$ cat src/rtl/branch_resolve_if.sv
// Execute/fetch-facing bundle for branch_resolve_unit. Signal names keep the
// original port names so existing hookups map one-to-one.
interface branch_resolve_if #(
  parameter int unsigned XLEN = 32
) ();
  logic            ex_valid_i;
  logic            ex_stall_i;
  logic [6:0]      opcode_i;
  logic [2:0]      funct3_i;
  logic [XLEN-1:0] src_a_i;
  logic [XLEN-1:0] src_b_i;
  logic [XLEN-1:0] pc_i;
  logic [XLEN-1:0] imm_i;
  logic            pred_taken_i;
  logic [XLEN-1:0] pred_target_i;
  logic [XLEN-1:0] lookup_pc_i;
  logic            lookup_taken_o;
  logic            flush_o;
  logic [XLEN-1:0] redirect_pc_o;
  logic            br_taken_o;
  logic            resolve_valid_o;

  modport master (
    output ex_valid_i, ex_stall_i, opcode_i, funct3_i, src_a_i, src_b_i,
           pc_i, imm_i, pred_taken_i, pred_target_i, lookup_pc_i,
    input  lookup_taken_o, flush_o, redirect_pc_o, br_taken_o, resolve_valid_o
  );

  modport slave (
    input  ex_valid_i, ex_stall_i, opcode_i, funct3_i, src_a_i, src_b_i,
           pc_i, imm_i, pred_taken_i, pred_target_i, lookup_pc_i,
    output lookup_taken_o, flush_o, redirect_pc_o, br_taken_o, resolve_valid_o
  );
endinterface

$ cat src/rtl/branch_resolve_unit.sv
// Execute-stage branch resolver: evaluates B-type/JAL/JALR, flags mispredicts
// one cycle later, and trains a direct-mapped BHT of 2-bit counters.
module branch_resolve_unit #(
  parameter int unsigned XLEN        = 32,
  parameter int unsigned BHT_ENTRIES = 64,
  localparam int unsigned BHT_IDX_W  = $clog2(BHT_ENTRIES)
) (
  input  logic clk,
  input  logic rst_n,
  branch_resolve_if.slave bus
);

  typedef enum logic [6:0] {
    OP_BRANCH = 7'b1100011,
    OP_JAL    = 7'b1101111,
    OP_JALR   = 7'b1100111
  } opcode_e;

  typedef enum logic [2:0] {
    F3_BEQ  = 3'b000,
    F3_BNE  = 3'b001,
    F3_BLT  = 3'b100,
    F3_BGE  = 3'b101,
    F3_BLTU = 3'b110,
    F3_BGEU = 3'b111
  } funct3_e;

  logic                 is_branch;
  logic                 is_jal;
  logic                 is_jalr;
  logic                 fire;

  logic [XLEN:0]        diff;
  logic                 cmp_eq;
  logic                 cmp_lt;
  logic                 cmp_ltu;
  logic                 sub_ovf;
  logic                 cond_taken;
  logic                 taken;

  logic [XLEN-1:0]      pc_rel_sum;
  logic [XLEN-1:0]      jalr_sum;
  logic [XLEN-1:0]      target;
  logic [XLEN-1:0]      seq_pc;
  logic [XLEN-1:0]      next_pc;
  logic                 mispredict;

  logic [BHT_IDX_W-1:0] upd_idx;
  logic [BHT_IDX_W-1:0] lkp_idx;
  logic                 bht_we;
  logic [1:0]           bht_cur;
  logic [1:0]           bht_d;
  logic [1:0]           bht_q [BHT_ENTRIES];

  logic                 flush_q,         flush_d;
  logic                 br_taken_q,      br_taken_d;
  logic                 resolve_valid_q, resolve_valid_d;
  logic [XLEN-1:0]      redirect_pc_q,   redirect_pc_d;

  logic                 unused_bits;

  // Decode and fire qualification
  always_comb begin
    is_branch = (bus.opcode_i == OP_BRANCH);
    is_jal    = (bus.opcode_i == OP_JAL);
    is_jalr   = (bus.opcode_i == OP_JALR);
    fire      = bus.ex_valid_i & ~bus.ex_stall_i & (is_branch | is_jal | is_jalr);
  end

  // One shared XLEN+1 subtract feeds all three comparisons; bit XLEN is the borrow.
  always_comb begin
    diff    = {1'b0, bus.src_a_i} - {1'b0, bus.src_b_i};
    cmp_eq  = (diff[XLEN-1:0] == '0);
    sub_ovf = (bus.src_a_i[XLEN-1] ^ bus.src_b_i[XLEN-1])
            & (diff[XLEN-1] ^ bus.src_a_i[XLEN-1]);
    cmp_lt  = diff[XLEN-1] ^ sub_ovf;
    cmp_ltu = diff[XLEN];
  end

  always_comb begin
    cond_taken = 1'b0;
    case (bus.funct3_i)
      F3_BEQ:  cond_taken = cmp_eq;
      F3_BNE:  cond_taken = ~cmp_eq;
      F3_BLT:  cond_taken = cmp_lt;
      F3_BGE:  cond_taken = ~cmp_lt;
      F3_BLTU: cond_taken = cmp_ltu;
      F3_BGEU: cond_taken = ~cmp_ltu;
      default: cond_taken = 1'b0;
    endcase
    taken = (is_jal | is_jalr) ? 1'b1 : cond_taken;
  end

  // Targets and mispredict detection
  always_comb begin
    pc_rel_sum = bus.pc_i + bus.imm_i;
    jalr_sum   = bus.src_a_i + bus.imm_i;
    target     = is_jalr ? {jalr_sum[XLEN-1:1], 1'b0} : pc_rel_sum;
    seq_pc     = bus.pc_i + XLEN'(4);
    next_pc    = taken ? target : seq_pc;
    mispredict = (taken != bus.pred_taken_i)
               | (taken & bus.pred_taken_i & (target != bus.pred_target_i));
  end

  // BHT training; counters saturate at 00 and 11
  always_comb begin
    upd_idx = bus.pc_i[BHT_IDX_W+1:2];
    lkp_idx = bus.lookup_pc_i[BHT_IDX_W+1:2];
    bht_we  = fire & is_branch;
    bht_cur = bht_q[upd_idx];
    bht_d   = bht_cur;
    if (taken) begin
      if (bht_cur != 2'b11) bht_d = bht_cur + 2'd1;
    end else begin
      if (bht_cur != 2'b00) bht_d = bht_cur - 2'd1;
    end
  end

  // Registered result next-state
  always_comb begin
    resolve_valid_d = fire;
    br_taken_d      = fire & taken;
    flush_d         = fire & mispredict;
    redirect_pc_d   = fire ? next_pc : redirect_pc_q;
  end

  always_ff @(posedge clk) begin
    if (!rst_n) begin
      resolve_valid_q <= 1'b0;
      br_taken_q      <= 1'b0;
      flush_q         <= 1'b0;
      redirect_pc_q   <= '0;
    end else begin
      resolve_valid_q <= resolve_valid_d;
      br_taken_q      <= br_taken_d;
      flush_q         <= flush_d;
      redirect_pc_q   <= redirect_pc_d;
    end
  end

  always_ff @(posedge clk) begin
    if (!rst_n) begin
      bht_q <= '{default: 2'b01};
    end else if (bht_we) begin
      bht_q[upd_idx] <= bht_d;
    end
  end

  // Lookup reads the array directly, so a same-cycle write is not forwarded.
  always_comb begin
    bus.lookup_taken_o  = bht_q[lkp_idx][1];
    bus.flush_o         = flush_q;
    bus.br_taken_o      = br_taken_q;
    bus.resolve_valid_o = resolve_valid_q;
    bus.redirect_pc_o   = redirect_pc_q;
  end

  assign unused_bits = ^{bus.pc_i[XLEN-1:BHT_IDX_W+2], bus.pc_i[1:0],
                         bus.lookup_pc_i[XLEN-1:BHT_IDX_W+2], bus.lookup_pc_i[1:0]};

endmodule

$ cat src/flat_wrapper.sv
// flat-port wrapper written by rule: the top's interface ports become plain ports
module branch_resolve_unit_flat 
#(
  parameter int unsigned XLEN        = 32,
  parameter int unsigned BHT_ENTRIES = 64,
  localparam int unsigned BHT_IDX_W  = $clog2(BHT_ENTRIES)
)
  (clk, rst_n, bus_ex_valid_i, bus_ex_stall_i, bus_opcode_i, bus_funct3_i, bus_src_a_i, bus_src_b_i, bus_pc_i, bus_imm_i, bus_pred_taken_i, bus_pred_target_i, bus_lookup_pc_i, bus_lookup_taken_o, bus_flush_o, bus_redirect_pc_o, bus_br_taken_o, bus_resolve_valid_o);
  branch_resolve_if #(.XLEN(XLEN)) bus_i ();
  input  logic clk;
  input  logic rst_n;
  input wire logic [$bits(bus_i.ex_valid_i)-1:0] bus_ex_valid_i;
  input wire logic [$bits(bus_i.ex_stall_i)-1:0] bus_ex_stall_i;
  input wire logic [$bits(bus_i.opcode_i)-1:0] bus_opcode_i;
  input wire logic [$bits(bus_i.funct3_i)-1:0] bus_funct3_i;
  input wire logic [$bits(bus_i.src_a_i)-1:0] bus_src_a_i;
  input wire logic [$bits(bus_i.src_b_i)-1:0] bus_src_b_i;
  input wire logic [$bits(bus_i.pc_i)-1:0] bus_pc_i;
  input wire logic [$bits(bus_i.imm_i)-1:0] bus_imm_i;
  input wire logic [$bits(bus_i.pred_taken_i)-1:0] bus_pred_taken_i;
  input wire logic [$bits(bus_i.pred_target_i)-1:0] bus_pred_target_i;
  input wire logic [$bits(bus_i.lookup_pc_i)-1:0] bus_lookup_pc_i;
  output wire logic [$bits(bus_i.lookup_taken_o)-1:0] bus_lookup_taken_o;
  output wire logic [$bits(bus_i.flush_o)-1:0] bus_flush_o;
  output wire logic [$bits(bus_i.redirect_pc_o)-1:0] bus_redirect_pc_o;
  output wire logic [$bits(bus_i.br_taken_o)-1:0] bus_br_taken_o;
  output wire logic [$bits(bus_i.resolve_valid_o)-1:0] bus_resolve_valid_o;
  assign bus_i.ex_valid_i = bus_ex_valid_i;
  assign bus_i.ex_stall_i = bus_ex_stall_i;
  assign bus_i.opcode_i = bus_opcode_i;
  assign bus_i.funct3_i = bus_funct3_i;
  assign bus_i.src_a_i = bus_src_a_i;
  assign bus_i.src_b_i = bus_src_b_i;
  assign bus_i.pc_i = bus_pc_i;
  assign bus_i.imm_i = bus_imm_i;
  assign bus_i.pred_taken_i = bus_pred_taken_i;
  assign bus_i.pred_target_i = bus_pred_target_i;
  assign bus_i.lookup_pc_i = bus_lookup_pc_i;
  assign bus_lookup_taken_o = bus_i.lookup_taken_o;
  assign bus_flush_o = bus_i.flush_o;
  assign bus_redirect_pc_o = bus_i.redirect_pc_o;
  assign bus_br_taken_o = bus_i.br_taken_o;
  assign bus_resolve_valid_o = bus_i.resolve_valid_o;
  branch_resolve_unit #(.XLEN(XLEN), .BHT_ENTRIES(BHT_ENTRIES)) u_core (.clk(clk), .rst_n(rst_n), .bus(bus_i));
endmodule
$ cat config.mk
export PLATFORM = sky130hd
export DESIGN_NAME = branch_resolve_unit_flat
export DESIGN_NICKNAME = d
export VERILOG_FILES = /design/src/rtl/branch_resolve_if.sv /design/src/rtl/branch_resolve_unit.sv /design/src/flat_wrapper.sv
export SDC_FILE = /design/constraint.sdc
export NUM_CORES = 1
export LEC_CHECK = 0
export BUFFER_PORTS_ARGS = -buffer_cell sky130_fd_sc_hd__buf_2
export CORE_MARGIN = 8
export CORE_UTILIZATION = 60
export DETAILED_ROUTE_END_ITERATION = 8
export HOLD_SLACK_MARGIN = 0.06
export PLACE_DENSITY = 0.93
export RECOVER_POWER = 50
export REMOVE_ABC_BUFFERS = 1
export SYNTH_ARGS = -nofsm -noshare
export SYNTH_HDL_FRONTEND = slang
export SYNTH_SLANG_ARGS = --single-unit
$ cat constraint.sdc
create_clock -name clk -period 10 [get_ports clk]
set_clock_uncertainty 0.05 [all_clocks]
set_input_delay 0 -clock clk [delete_from_list [all_inputs] [get_ports clk]]
set_output_delay 0 -clock clk [all_outputs]
set_load 0.05 [all_outputs]
# After elaboration in Yosys (flattened, before gate mapping)
# Cells that the tools add are included.
word_totals:
  regBits: 163
  word_cells: 129
  out_inout_bits: 36
  input_bits: 207
classes:
  n_addsub: 6
  eq_ne: 11
  n_bitwise: 21
  n_mux: 16
  reduce_logical: 4
  order_cmp: 3
ops:
  columns: ["operator", "count"]
  rows:
  - ["bitwise mux 128 bit", 1]
  - ["adder 32 bit", 2]
  - ["two-way mux 32 bit", 2]
  - ["subtractor 32 x 32 -> 33 bit", 1]
  - ["adder 32 x 3 -> 32 bit (second input constant)", 1]
  - ["zero test 32 bit", 1]
  - ["inequality test 32 bit", 1]
  - ["binary-select mux 2 bit (select 6 bit)", 2]
  - ["equality test 7 bit (second input constant)", 3]
  - ["two-way mux 2 bit", 8]
  - ["greater-or-equal comparator 7 bit (second input constant)", 2]
  - ["inverter 6 -> 7 bit", 2]
  - ["demux 2 bit (select 6 bit)", 1]
  - ["equality test 3 bit (second input constant)", 4]
  - ["bitwise AND 1 bit", 8]
  - ["< comparator 7 x 1 -> 1 bit (second input constant)", 1]
  - ["one-hot mux 1 bit (6 select lines)", 1]
  - ["inverter 1 bit", 4]
  - ["bitwise OR 1 bit", 4]
  - ["equality test 3 x 1 -> 1 bit (second input constant)", 1]
  - ["zero test 3 bit", 1]
  - ["XOR 1 bit", 3]
  - ["adder 2 x 1 -> 2 bit (second input constant)", 1]
  - ["inequality test 2 bit (second input constant)", 1]
  - ["other kinds (5)", 5]

# Longest topological paths before layout
depth:
  word_depth: 11
  ltp_mapped: 35
  depth_no_buf: 33

# Worst setup path before layout
# Ideal clock, no wire load.
synth_timing:
  path_type: "input -> register"
  start: "input port bus_src_b_i[6]"
  end: "register u_core.flush_q (netlist: u_core.bus.flush_o)"
  t_arrival_ns: 7.233
  path_buffers: 1
  t_required_ns: 9.826
  setup_time_ns: 0.124
  stages: 34
  slack_ns: 2.593
  cell_sequence: "inv_1 > ha_1 > nand3_1 > or2_1 > o21a_1 > o211ai_1 > a31oi_1 > o21ai_0 > a21oi_1 > o21bai_1 > a21o_1 > a21oi_1 > fa_1 > nand2_1 > nor2_1 > and3_1 > o2111a_1 > o2111ai_1 > or4_1 > or4_1 > nor4_4 > a211oi_2 > inv_2 > buf_2 > ha_1 > nor2b_1 > mux2_2 > o2111ai_1 > a2111oi_0 > o2111ai_1 > or4_1 > or4_1 > nor4_1 > a21oi_1"
synth_via:
  elab_chain_cells: 11
  elab_cells_between_ends: 15
  classes_between: "add/sub (1); eq/ne (1); mux (2); bitwise (10); reduce/logical (1)"
synth_lines:
  columns: ["item", "line", "source"]
  rows:
  - ["start: declaration", "flat_wrapper.sv:17", "input wire logic [$bits(bus_i.src_b_i)-1:0] bus_src_b_i;"]
  - ["subtractor 32 x 32 -> 33 bit (*)", "branch_resolve_unit.sv:72", "diff = {1'b0, bus.src_a_i} - {1'b0, bus.src_b_i};"]
  - ["XOR 1 bit", "branch_resolve_unit.sv:75", "& (diff[XLEN-1] ^ bus.src_a_i[XLEN-1]);"]
  - ["bitwise AND 1 bit", "branch_resolve_unit.sv:75", null]
  - ["XOR 1 bit", "branch_resolve_unit.sv:76", "cmp_lt = diff[XLEN-1] ^ sub_ovf;"]
  - ["inverter 1 bit", "branch_resolve_unit.sv:86", "F3_BGE: cond_taken = ~cmp_lt;"]
  - ["one-hot mux 1 bit (6 select lines) (*)", "branch_resolve_unit.sv:82", "case (bus.funct3_i)"]
  - ["two-way mux 1 bit (*)", "branch_resolve_unit.sv:91", "taken = (is_jal | is_jalr) ? 1'b1 : cond_taken;"]
  - ["bitwise AND 1 bit (2 in a row)", "branch_resolve_unit.sv:102", "| (taken & bus.pred_taken_i & (target != bus.pred_target_i));"]
  - ["bitwise OR 1 bit (*)", "branch_resolve_unit.sv:102", null]
  - ["bitwise AND 1 bit (*)", "branch_resolve_unit.sv:123", "flush_d = fire & mispredict;"]
  - ["end signal: assignment", "branch_resolve_unit.sv:136", "flush_q <= flush_d;"]
  - ["end: declaration", "branch_resolve_unit.sv:55", "logic flush_q, flush_d;"]
# Mark *: on every way between the ends. The rest lies on a longest branch, timed or not.
# A chain may end at the register's enable or synchronous reset.

# Worst setup path after layout
layout_timing:
  start: "input port bus_src_a_i[6]"
  end: "register u_core.flush_q (netlist: u_core.bus.flush_o)"
layout_via:
  elab_chain_cells: 11
  elab_cells_between_ends: 18
  classes_between: "add/sub (2); eq/ne (2); mux (3); bitwise (10); reduce/logical (1)"
layout_lines:
  columns: ["item", "line", "source"]
  rows:
  - ["start: declaration", "flat_wrapper.sv:16", "input wire logic [$bits(bus_i.src_a_i)-1:0] bus_src_a_i;"]
  - ["subtractor 32 x 32 -> 33 bit", "branch_resolve_unit.sv:72", null]
  - ["XOR 1 bit", "branch_resolve_unit.sv:75", null]
  - ["bitwise AND 1 bit", "branch_resolve_unit.sv:75", null]
  - ["XOR 1 bit", "branch_resolve_unit.sv:76", null]
  - ["inverter 1 bit", "branch_resolve_unit.sv:86", null]
  - ["one-hot mux 1 bit (6 select lines)", "branch_resolve_unit.sv:82", null]
  - ["two-way mux 1 bit", "branch_resolve_unit.sv:91", null]
  - ["bitwise AND 1 bit (2 in a row)", "branch_resolve_unit.sv:102", null]
  - ["bitwise OR 1 bit (*)", "branch_resolve_unit.sv:102", null]
  - ["bitwise AND 1 bit (*)", "branch_resolve_unit.sv:123", null]
# Marks and branches as above.

==> flow_metrics.tcl <==
set metrics [dict create \
    status "finished, violations left" \
    violations "capacitance limit, slew limit" \
    finalSetupTns_ns 0 \
    final_core_util_pct 67.90 \
    synthFlopType "dfxtp_1" \
    die_h_um 186.5 \
    cp_max_fo 28 \
    cp.required_ns 10.29 \
    clk_pin_slew_ns 0.08 \
    synth_area_per_cell_um2 7.971 \
    worstSetupPathType "primary input to flop" \
    drive_above_1_share_pct 15.81 \
    cts_made_buffers 17 \
    synth-edff-count 0 \
    routedWlPerCell_um 23.83 \
    ios 243 \
    dieWidth_um 186.5 \
    dp.final_hpwl_um 48020 \
    antenna_left 0 \
    seq_area_frac_synth_pct 18.71 \
    stdcell_count 2731 \
    critPathSlowestCell "a2111oi_0" \
    hold_path.class "primary input to flop" \
    start_util_pct 60.76 \
    grt_pass1_wl_um 101400 \
    clockRootBuffer "clkbuf_16" \
    syn_area_mm2 0.01744 \
    setup_violations 0 \
    critPathCaptureType "flop" \
    ys_ff_latch 163 \
    core_mm2 0.02870 \
    slew_violations 100 \
    io_buffers 216 \
    via_per_inst 7.079 \
    synth_cell_type_count 86 \
    row_count 62 \
    p_leak_nw 7.383 \
    cts_buffer_depth 2 \
    drtIter0Drc 2706 \
    r2r-end "u_core.bht_q[83]" \
    hold_viol_final 0 \
    slowest_delay_ns 0.80 \
    maxCapViolCount 2 \
    nets 2633 \
    power_density_mw_per_mm2 111.9 \
    first_pass_iters 7 \
    rsz0062_at_grt "false" \
    cp_common_cell "or4_1" \
    clkLatencyLatePin_ns 0.45 \
    dp.cells 2659 \
    worst_pin_slew_ns 3.354 \
    grt_start_max_net_pins 105 \
    fin_hold_ws_ns 0.08803 \
    htreeDepth 4 \
    synth-warning-count 0 \
    hold_path_end "u_core.bus.redirect_pc_o[11]" \
    arrival_ns 9.57 \
    tritoncts "yes" \
    holdPathStages 4 \
    worstRegToRegCells 9 \
    relSlewSlack_pct -123.6 \
    r2r_slack_ns 4.55 \
    drt-total-wl_um 65070 \
    postSynthCellCount 2188 \
    grt_pass1_vias 18718 \
    area_growth_pct 11.75 \
    gp_congestion 1.037 \
    vias 19334 \
    async_flop_share_pct 0 \
    cp-start-kind "primary input" \
    dieArea_mm2 0.03478 \
    numClockSinks 163 \
    min_period_ns 9.279 \
    grt_overflow 0 \
    vdd_ir_drop_max_mv 0.1188 \
    post-route-period-util_pct 92.79 \
    max_freq_mhz 107.8 \
    fill_cells 2317 \
    drc 0 \
    power_mw 2.182 \
    holdCritStartpoint "bus_pc_i[11]" \
    critPathBufInv 4 \
    cts_setup_buffers 0 \
    grtUsageTotal_pct 35.45 \
    antenna_found_initial 4 \
    critPathTopFamily "simple AND/OR/NAND/NOR gates" \
    final_cell_mix "233 x nand2_1, 179 x nand3_1, 178 x buf_2" \
    layout_commonest_cell "nand2_1" \
    timing.rr.start "u_core.bht_q[41]" \
]
==> cell usage after synthesis (all sizes together) (10+ instances only) <==
cell type | n | share of area (%)
xor2 | 46 | 2.3
or2 | 10 | 0.36
mux4 | 23 | 3.0
a21o | 37 | 1.6
a221oi | 15 | 0.79
a211oi | 26 | 1.2
nor2 | 121 | 2.6
nor2b | 80 | 2.9
and2 | 27 | 0.97
nand2b | 13 | 0.47
or3 | 17 | 0.61
buf | 32 | 1.1
o21a | 23 | 0.99
xnor2 | 59 | 3.0
a22oi | 26 | 1.1
a211o | 11 | 0.55
o221ai | 12 | 0.60
o2111ai | 15 | 0.75
o21ai | 93 | 2.7
nand4 | 29 | 1.0
and3 | 22 | 0.79
a21oi | 100 | 2.9
mux2i | 90 | 9.5
nand3 | 179 | 5.1
o211ai | 28 | 1.2
nor3b | 16 | 0.69
ha | 95 | 6.8
mux2 | 11 | 0.71
dfxtp | 163 | 19
clkbuf | 127 | 2.7
nor3 | 51 | 1.5
o31ai | 71 | 3.1
nand2 | 233 | 5.0
a31oi | 31 | 1.1
inv | 67 | 1.4
o22ai | 15 | 0.54
o21bai | 12 | 0.52
a32o | 28 | 1.6
==> state kept, by name (all words and copies together), names as in the netlist <==
signal                      cells
u_core.bus.resolve_valid_o      1
u_core.bus.redirect_pc_o       32
u_core.bht_q                  128
u_core.bus.br_taken_o           1
u_core.bus.flush_o              1
==> report_power, final <==
group	internal [mW]	switching, mW	leakage [nW]
registers	0.649	0.000433	1.32
clock network	0.333	0.338	0.274
logic	0.308	0.553	5.79
==> worst max-delay path by stage <==
stage                   startpoint                 end  slack (ns)  depth (start not counted)
global route        bus_src_a_i[6]  u_core.bus.flush_o        0.28                         35
finish              bus_src_a_i[6]  u_core.bus.flush_o        0.72                         35
detailed placement  bus_src_a_i[6]  u_core.bus.flush_o        0.97                         34
global placement    bus_src_a_i[6]  u_core.bus.flush_o        1.17                         34
CTS                 bus_src_a_i[6]  u_core.bus.flush_o        0.87                         35
floorplan           bus_src_b_i[6]    u_core.bht_q[88]        0.20                         24
==> cells by family (layout without fill, tap and decap cells) <==
kind of cell	count (synthesis)	count (layout)	share of synthesized area (%)
buffers and inverters	226	378	5.302
DFF	163	163	18.71
xor gates and xnor gates	109	109	5.797
muxes	124	124	13.15
other	0	7	0
AOI/OAI and AO/OA	616	616	25.19
and+or+nand+nor	851	851	24.58
adders and majority gates	99	99	7.275
==> stage by stage <==
stage | area, um^2 | setup WS (ns)
after floorplan | 16770 | 0.2040
after global placement | 18650 | 1.165
after detailed placement | 18650 | 0.9671
after CTS | 19550 | 0.8663
after global routing | 19480 | 0.2819
final | 19490 | 0.7209
==> timing repair <==
item / CTS / global route
resized for setup: 0 / 0
endpoints found under the hold margin: 26 / 0
endpoints found under the setup margin: 0 / 0
hold buffers: 33 / 0
==> per-layer routing <==
metal	GRT usage, %	part of all wire [%]	vias to the layer above	wire, um
met5	0	0.020	-	13
met4	21.75	6.4	2	4162
met3	7.774	12	361	7536
met2	57.80	45	1508	29380
met1	42.16	37	8969	23970
li1	-	-	8494	-
==> worst reg2reg max path: stages (launching register included) <==
cell and delay (ns):
dfxtp_1 0.34, mux4_2 0.47, o2111ai_1 0.59, o21ai_0 0.20
a21oi_1 0.23, and3_1 0.34, inv_1 0.08, a21oi_1 0.18
clkbuf_1 2.38, o31ai_1 0.33
==> area by class of cell <==
cell class | count | area [um^2] | share of cell area, %
multi-input combinational | 1799 | 13320 | 68.34
sequential | 163 | 3263 | 16.74
timing repair buffer | 279 | 1585 | 8.134
tap | 384 | 480.5 | 2.465
clock buffer | 18 | 429.2 | 2.202
inverter | 67 | 251.5 | 1.290
clock inverter | 14 | 142.6 | 0.7319
antenna | 7 | 17.52 | 0.08988
Note: power is estimated with default switching activity, not from simulation.
